===== config.mk =====
export PLATFORM = sky130hd
export DESIGN_NAME = amiq_demux1_n
export DESIGN_NICKNAME = d
export VERILOG_FILES = /design/src/rtl/amiq_demux1_n.sv
export SDC_FILE = /design/constraint.sdc
export NUM_CORES = 1
export LEC_CHECK = 0
export CORE_AREA = 2 2 39 41
export DETAILED_ROUTE_END_ITERATION = 7
export DIE_AREA = 0 0 41 43
export GPL_TIMING_DRIVEN = 0
export SYNTH_ARGS = -nofsm -noshare
export SYNTH_HDL_FRONTEND = slang
export SYNTH_SLANG_ARGS = --single-unit

===== constraint.sdc =====
create_clock -name clk -period 1.3 [get_ports clk]
set_input_delay 0.26 -clock clk [delete_from_list [all_inputs] [get_ports clk]]
set_output_delay 0.26 -clock clk [all_outputs]
set_load 0.005 [all_outputs]

===== src/rtl/amiq_demux1_n.sv =====
`default_nettype none
// ============================================================================
// Module      : amiq_demux1_n
// Description : Registered 1-to-N demultiplexer with valid/ready handshake.
//               One input stream is steered to one of N_OUT output channels
//               chosen by sel. Each channel has a one-entry holding register.
//               Words addressed to a channel index >= N_OUT are accepted,
//               dropped, and flagged with a one-cycle drop_err pulse.
//               Optional per-channel transfer counters are enabled by
//               defining AMIQ_DEMUX_STATS_EN (adds ports cnt and cnt_clr).
// Revision    : 1.0 - initial release
// ============================================================================
module amiq_demux1_n #(
  parameter  int WIDTH = 1,
  parameter  int N_OUT = 2,
  parameter  int CNT_W = 16,
  localparam int SEL_W = $clog2(N_OUT)
) (
  input  logic                   clk,
  input  logic                   rst,
  input  logic                   in_valid,
  output logic                   in_ready,
  input  logic [SEL_W-1:0]       sel,
  input  logic [WIDTH-1:0]       in_data,
  output logic [N_OUT-1:0]       out_valid,
  input  logic [N_OUT-1:0]       out_ready,
  output logic [N_OUT*WIDTH-1:0] out_data,
`ifdef AMIQ_DEMUX_STATS_EN
  output logic [N_OUT*CNT_W-1:0] cnt,
  input  logic                   cnt_clr,
`endif
  output logic                   drop_err
);

  // Per-channel decode and handshake terms
  logic [N_OUT-1:0] w_hit;    // sel addresses channel i (never set for out-of-range sel)
  logic [N_OUT-1:0] w_load;   // channel i captures in_data at the next edge
  logic [N_OUT-1:0] w_xfer;   // channel i hands its word to the consumer at the next edge
  logic             w_acc;    // input word accepted this cycle

  logic [N_OUT-1:0] r_valid;
  logic [WIDTH-1:0] r_data [N_OUT];
  logic             r_drop;

  // Elaboration-time sanity check of the configuration
  if (N_OUT < 2 || WIDTH < 1 || CNT_W < 1) begin : g_param_check
    $error("amiq_demux1_n: requires N_OUT >= 2, WIDTH >= 1, CNT_W >= 1");
  end

  for (genvar i = 0; i < N_OUT; i++) begin : g_chan
    assign w_hit[i]                   = (sel == SEL_W'(i));
    assign w_load[i]                  = w_acc & w_hit[i];
    assign w_xfer[i]                  = r_valid[i] & out_ready[i];
    assign out_data[i*WIDTH +: WIDTH] = r_data[i];
  end

  // Only the addressed channel can stall the input; an out-of-range sel
  // matches no channel, so the word is always accepted (and dropped).
  assign in_ready  = ~|(w_hit & r_valid & ~out_ready);
  assign w_acc     = in_valid & in_ready;
  assign out_valid = r_valid;
  assign drop_err  = r_drop;

  // Holding registers: load wins over drain so a channel can refill in the
  // same cycle it is emptied; data is left untouched when a channel drains.
  always_ff @(posedge clk or posedge rst) begin
    if (rst) begin
      r_valid <= '0;
      for (int i = 0; i < N_OUT; i++) begin
        r_data[i] <= '0;
      end
    end else begin
      for (int i = 0; i < N_OUT; i++) begin
        if (w_load[i]) begin
          r_valid[i] <= 1'b1;
          r_data[i]  <= in_data;
        end else if (w_xfer[i]) begin
          r_valid[i] <= 1'b0;
        end
      end
    end
  end

  // One-cycle pulse for an accepted word that addressed no channel
  always_ff @(posedge clk or posedge rst) begin
    if (rst) begin
      r_drop <= 1'b0;
    end else begin
      r_drop <= w_acc & ~|w_hit;
    end
  end

`ifdef AMIQ_DEMUX_STATS_EN
  logic [CNT_W-1:0] r_cnt [N_OUT];

  // Per-channel transfer counters; clear takes priority over counting
  always_ff @(posedge clk or posedge rst) begin
    if (rst) begin
      for (int i = 0; i < N_OUT; i++) begin
        r_cnt[i] <= '0;
      end
    end else if (cnt_clr) begin
      for (int i = 0; i < N_OUT; i++) begin
        r_cnt[i] <= '0;
      end
    end else begin
      for (int i = 0; i < N_OUT; i++) begin
        if (w_xfer[i]) begin
          r_cnt[i] <= r_cnt[i] + CNT_W'(1);
        end
      end
    end
  end

  for (genvar i = 0; i < N_OUT; i++) begin : g_cnt
    assign cnt[i*CNT_W +: CNT_W] = r_cnt[i];
  end
`else
  // Statistics disabled: no counter state and no cnt/cnt_clr ports.
`endif

endmodule
`default_nettype wire

# Word level (Yosys, flattened, before mapping)

Index checks and enable logic that the tools add are counted.

Muxes and demuxes: 4
Bitwise logic cells: 9
Reduce and logical (&&, ||, !) cells: 4

Operators with widths:

| operator           | number |
|---|---|
| AND 1 bit          | 5 |
| AND 2 bit          | 2 |
| 2-to-1 mux 1 bit   | 4 |
| nonzero test 2 bit | 2 |
| NOT 2 bit          | 1 |
| OR reduction 2 bit | 1 |
| zero test 1 bit    | 1 |
| NOT 1 bit          | 1 |

Register bits after elaboration: 4
Output and inout bits: 6
Word-level logic and storage cells: 21

# Depth between registers and ports, before layout

Gate-level depths: netlist of the first run.

Depth after elaboration: 8
Mapped depth: 3

# Worst setup path before layout of the first run

OpenSTA, ideal clock, no wires.

Path kind: register to register
Start point: register r_valid[1] (netlist: out_valid[1])
End point: register r_data, in the netlist out_data[1]
Setup time: 125 ps
Arrival time: 895 ps
Required time: 1175 ps
Slack: 280 ps
Stages on the path, launching flop included: 4
Path buffers: 0
Clock period less this slack: 1020 ps
Cell sequence: dfrtp_1 nor2b_4 nor2_2 mux2_4

Longest elaborated chain between the ends: 6

Ends and longest elaborated chain:

| what                             | line | source |
|---|---|---|
| start: declaration               | 41   | `logic [N_OUT-1:0] r_valid;` |
| start signal: assignment         | 68   | `r_valid <= '0;` |
| start signal: indexed assignment | 75   | `r_valid[i] <= 1'b1;` |
| start signal: indexed assignment | 78   | `r_valid[i] <= 1'b0;` |
| AND 2 bit (2 in a row)           | 59   | `assign in_ready = ~\|(w_hit & r_valid & ~out_ready);` |
| OR reduction 2 bit               | 59   |  |
| zero test 1 bit                  | 59   |  |
| AND 1 bit                        | 60   | `assign w_acc = in_valid & in_ready;` |
| AND 1 bit                        | 52   | `assign w_load[i] = w_acc & w_hit[i];` |
| end signal: indexed assignment   | 76   | `r_data[i] <= in_data;` |
| end: declaration                 | 42   | `logic [WIDTH-1:0] r_data [N_OUT];` |

Every way passes these cells.
A chain may end at the register's enable or synchronous reset.

# Worst setup path in the final report of the first run

Start point: register r_valid[1] (netlist: out_valid[1])
End point: output in_ready

Longest elaborated chain between the ends: 4

Ends and longest elaborated chain:

| what                   | line | source |
|---|---|---|
| AND 2 bit (2 in a row) | 59   |  |
| OR reduction 2 bit     | 59   |  |
| zero test 1 bit        | 59   |  |
| end: declaration       | 22   | `output logic in_ready,` |

Every way passes these cells.

==> impl_metrics.csv, run 1 <==
group,metric,value,unit
clock_tree,clk_pin_slew,0.04,ns
die,dieArea,1760,um^2
worst_setup_path,startpoint_type,"register",
finish,syn_to_final_growth,66.7,%
job,maxCapViolCount,0,
clock_tree,cts.sinks,4,
timing,rsz0062_at_grt,"yes",
worst_setup_path,worstPathArrival,0.97,ns
placed_design,dp_hpwl,319,um
timing,finalMaxSlewViolations,0,
outcome,status,"finished clean",
worst_setup_path,end_kind,"output port",
placed_design,port_buffers,11,
placed_design,gp_congestion,0.638,
finish,design_area,382,um^2
timing,finalClockSkew,0.0000247,ns
drt,drc,0,
synthesis,ys_ff_latch,4,
drt,vias_per_cell,3.58,
clock_tree,cts_buffers,3,
synthesis,synth_ff_type,"dfrtp_1",
synthesis,syn-cell-area,229,um^2
synthesis,yosysWarnings,0,
synthesis,synth_nets,26,
power,pwr_density_cell,1060,nW/um^2
clock_tree,clk_path_buf_depth,2,
synthesis,synth_top_cell_area_share,0.437,
finish,diodes,0,
finish,drive_above_1_share,0.441,
power,p_leak,0.195,nW
drt,firstDrtPassIters,2,
grt,antenna_found_initial,0,
drt,vias,179,
die,start_util,0.165,
clock_tree,clock_insertion_delay_worst_skew,0.23,ns
timing,fin_crit,1.23,ns
synthesis,syn_area_per_cell,12.1,um^2
timing,hold_viol,0,
finish,layout.nets,43,
worst_setup_path,worstPathMaxFanout,3,
clock_tree,holdBufCountCts,0,
placed_design,dp_slack,-0.496,ns
drt,ant_nets,0,
synthesis,synth.area.top_cells,"dfrtp_1, mux2_4, nand3b_4",
synthesis,synth.distinct_cells,14,
grt,gr-usage-all-layers,0.0704,
min_path,hold_class,"input port to asynchronous set/reset pin",
grt,gr-total-overflow,0,
placed_design,dpl-instance-area,359,um^2
timing,setup_viol,0,
synthesis,synth_commonest_cells,"dfrtp_1, inv_1, mux2_4",
timing,timing.final.ws_setup,0.0668,ns
worst_setup_path,worst-r2r-setup-slack,0.22,ns
clock_tree,h-tree-depth,1,
worst_setup_path,path_class,"register to output port",
worst_setup_path,cp.required,1.04,ns
synthesis,synth.most_common_cell,"dfrtp_1",
die,rows,14,
synthesis,synth_top_cell_by_area,"dfrtp_1",
finish,finalNonFillerCells,50,
worst_setup_path,reg2regPathDepth,4,
clock_tree,cts_root_buf,"clkbuf_4",
die,die_h,43,um
synthesis,synth-seq-area-share,0.437,
grt,grt_max_degree,6,
timing,fmax,0.811,GHz
synthesis,async_flop_share,1.00,
synthesis,synth_edf_count,0,
drt,drt_wl_total,430,um
grt,first_global_vias,186,
timing,setup_tns,0,ns
finish,final_util,0.276,
die,core_area,1380,um^2
die,fp.dieW,41,um
die,io_pins,13,
power,ir_worst_vdd,216,uV
drt,wl_per_cell,8.60,um
timing,fin_crit_sh,0.949,
grt,grt_pass1_wl,696,um
synthesis,postSynthCellCount,19,
drt,drtIter0Drc,3,
clock_tree,cts_tree,"done",
placed_design,placed_cells,46,
[worst max-delay path: stages (launching register included)]
cell and delay [ns]:
dfrtp_1 0.36, nor2b_4 0.14, a21oi_2 0.12, buf_2 0.12
[final timing paths]
path | from | endpoint
setup / recovery | out_valid[1]$_DFFE_PP0P_ | in_ready
hold / removal | rst | out_data[1]$_DFFE_PP0P_
setup reg to reg | out_valid[0]$_DFFE_PP0P_ | out_data[0]$_DFFE_PP0P_
hold reg to reg | out_data[0]$_DFFE_PP0P_ | out_data[0]$_DFFE_PP0P_
max in group asynchronous | rst | out_valid[0]$_DFFE_PP0P_
min in group clk | out_ready[1] | out_valid[1]$_DFFE_PP0P_
[report_power, final]
group	total, W	leakage [nW]	internal (W)	switching [W]
clock	0.000155	0.0138	0.000103	0.0000514
sequential	0.000151	0.0479	0.000142	0.00000909
combinational	0.0000976	0.133	0.0000643	0.0000332
[stage by stage]
stage / power (W) / hold slack, ns
after global routing: 0.000429 / 0.234
after global placement: 0.000263 / 0.459
after detailed placement: 0.000265 / 0.455
after CTS: 0.000418 / 0.210
after floorplan: 0.000200 / 0.0261
final: 0.000403 / 0.208
[sequential cells by signal, indices dropped and copies added, names as in the netlist]
| register | cells |
|---|---|
| out_data | 2 |
| out_valid | 2 |
[final cells by class]
| cell class | instances | area, um^2 |
|---|---|---|
| sequential | 4 | 100 |
| timing repair buffer | 12 | 104 |
| multi-input combinational | 12 | 120 |
| inverter | 2 | 7.51 |
| buffer | 1 | 7.51 |
| clock buffer | 3 | 22.5 |
| fill | 154 | 1000 |
| tap | 16 | 20.0 |
[what timing repair did]
action / 4_1_cts / 5_1_grt
setup endpoints to repair: 5 / 1
buffers inserted: 2 / 0
gates resized for setup: 12 / 2
[per-layer routing]
| metal | vias to the layer above | wire length [um] | GRT usage |
|---|---|---|---|
| li1 | 88 | - | - |
| met1 | 79 | 187 | 0.0777 |
| met2 | 10 | 193 | 0.0688 |
| met3 | 2 | 29 | 0.0157 |
| met4 | 0 | 19 | 0.140 |
| met5 | - | 0 | 0 |
[cell usage in the layout, fill, tap and decap left out]
cell and count:
nor2_2 2, nand2_2 1, buf_2 1, inv_1 2, mux2_4 2, clkbuf_4 3, buf_4 2, o21ai_0 1
nor2b_4 1, nand3b_4 1, a21oi_2 1, clkdlybuf4s50_1 3, nand2b_4 1, nand2b_1 1, dfrtp_1 4, dlygate4sd2_1 7
conb_1 1
[logic make-up (layout without fill, tap and decap cells)]
group           count (synthesis)  after routing  share of synthesized area
compound gates                  2              2                     0.0437
flops                           4              4                      0.437
simple gates                    7              7                      0.306
other cells                     1              1                     0.0164
mux                             2              2                      0.131
buf+inv                         3             18                     0.0656
Power figures use the tool's default switching activity.
==> inputs of run 2 (changes only) <==
Settings changed: SETUP_SLACK_MARGIN set to 0.3.
==> run 2 against run 1 <==
Against the previous run: first-iteration DRC count unchanged; cell area increased by 4.9%; via count increased by 4.5%; sequential share of layout area decreased by 1.2 points; the flow now finishes with violations (setup timing); highest routed layer unchanged; global-route usage decreased by 0.31 points; largest power group is now registers.
==> impl_metrics.csv, run 2 (synthesis gave the netlist of run 1 again) <==
group,metric,value,unit
job,maxCapViolCount,0,
timing,setup_viol,1,
finish,multi_input_area,114,um^2
drt,drtIter0Drc,3,
die,rows,14,
finish,drive_above_1_share,0.526,
timing,timing.final.ws_setup,-0.00383,ns
finish,seq_area,100,um^2
clock_tree,cts_tree,"done",
worst_setup_path,cp.required,1.04,ns
power,pwr_density_cell,1040,nW/um^2
clock_tree,cts.sinks,4,
finish,final_cell_mix,"dlygate4sd2_1, buf_4, dfrtp_1, buf_2, clkbuf_4",
grt,gr-usage-all-layers,0.0673,
finish,layout.nets,47,
grt,gr-total-overflow,0,
drt,drc,0,
timing,finalClockSkew,0.00235,ns
outcome,status,"finished with violations",
worst_setup_path,worst-r2r-setup-slack,0.09,ns
worst_setup_path,worstPathMaxFanout,2,
die,io_pins,13,
die,start_util,0.165,
finish,final_common_cell,"dlygate4sd2_1",
finish,design_area,400,um^2
placed_design,placed_cells,46,
drt,firstDrtPassIters,2,
grt,first_global_vias,197,
worst_setup_path,reg2regPathDepth,6,
timing,finalMaxSlewViolations,0,
die,dieArea,1760,um^2
clock_tree,holdBufCountCts,0,
drt,wl_per_cell,8.09,um
power,ir_worst_vdd,236,uV
worst_setup_path,startpoint_type,"register",
timing,fin_crit_sh,1.00,
clock_tree,clk_pin_slew,0.04,ns
timing,fin_crit,1.30,ns
worst_setup_path,reg2reg_from,"out_valid[0]$_DFFE_PP0P_",
drt,ant_nets,0,
placed_design,dpl-instance-area,359,um^2
finish,diodes,0,
min_path,hold_class,"input port to asynchronous set/reset pin",
drt,vias,187,
finish,fill_cells,154,
grt,grt_max_degree,6,
worst_setup_path,r2r-end,"out_data[0]$_DFFE_PP0P_",
die,fp.dieW,41,um
timing,rsz0062_at_grt,"yes",
worst_setup_path,path_class,"register to output port",
placed_design,port_buffers,11,
grt,grt_pass1_wl,690,um
timing,hold_viol,0,
die,die_h,43,um
die,core_area,1380,um^2
clock_tree,cts_root_buf,"clkbuf_4",
worst_setup_path,worstPathArrival,1.04,ns
drt,drt_wl_total,437,um
clock_tree,h-tree-depth,1,
timing,fmax,0.767,GHz
clock_tree,clock_insertion_delay_worst_skew,0.23,ns
finish,syn_to_final_growth,74.9,%
clock_tree,clk_path_buf_depth,2,
clock_tree,cts_buffers,3,
worst_setup_path,end_kind,"output port",
outcome,violations,"setup timing",
finish,finalNonFillerCells,54,
placed_design,gp_congestion,0.670,
power,p_leak,0.213,nW
grt,antenna_found_initial,0,
drt,vias_per_cell,3.46,
[run 2: cell types whose count changed in the layout (fill, tap and decap cells not counted), sizes merged]
cell and delta:
buf +7, dlygate4sd2 -2, clkdlybuf4s50 -1
[run 2: worst max-delay path by stage]
stage / startpoint / cells after the start / to / slack (ns)
after floorplan: out_valid[1]$_DFFE_PP0P_ / 3 / out_data[1]$_DFFE_PP0P_ / 0.30
after global placement: out_ready[0] / 5 / in_ready / -0.50
after detailed placement: out_ready[0] / 5 / in_ready / -0.48
after CTS: out_valid[0]$_DFFE_PP0P_ / 5 / in_ready / -0.02
after global routing: out_valid[0]$_DFFE_PP0P_ / 5 / in_ready / -0.05
final: out_valid[0]$_DFFE_PP0P_ / 5 / in_ready / -0.004
[run 2: where the power goes]
part           leakage, nW  internal [W]  switching, W
Clock               0.0138      0.000103     0.0000438
Sequential          0.0479      0.000142    0.00000861
Combinational        0.152     0.0000800     0.0000385
[run 2: worst max-delay path: stages, from the launching register on]
cell and delay (ns):
dfrtp_1 0.37, buf_6 0.12, nand2b_4 0.06, nor2_1 0.04
a21oi_1 0.11, buf_2 0.13
[run 2: per-layer routing]
metal	track usage	vias up	wire length, um
met2	0.0844	9	217
li1	-	96	-
met3	0.0157	2	29
met4	0.120	0	20
met5	0	-	0
met1	0.0613	80	170
[run 2: per-stage QoR]
stage               power [W]  hold WS (ns)  setup TNS (ns)   util  setup slack (ns)
finish               0.000416         0.212        -0.00383  0.289          -0.00383
global route         0.000440         0.240         -0.0534  0.289           -0.0534
CTS                  0.000413         0.213         -0.0153  0.276           -0.0153
detailed placement   0.000266         0.451          -0.749  0.259            -0.481
global placement     0.000264         0.457          -0.727  0.259            -0.499
floorplan            0.000200        0.0261               0      -             0.302
[run 2: cell type report]
cell class | count | share of cell area
timing repair buffer | 16 | 0.322
multi-input combinational | 12 | 0.284
sequential | 4 | 0.250
clock buffer | 3 | 0.0562
tap | 16 | 0.0500
buffer | 1 | 0.0188
inverter | 2 | 0.0188
[run 2: timing repair]
action / CTS / global route
resized for setup: 22 / 1
buffers inserted: 3 / 2
endpoints found under the setup margin: 7 / 6
pin swaps: 0 / 1
==> inputs of run 3 (changes only) <==
Settings changed: CTS_CLUSTER_SIZE set to 30.
==> results of run 3 <==
The final DEF is identical to that of run 2; final timing and power are the same.
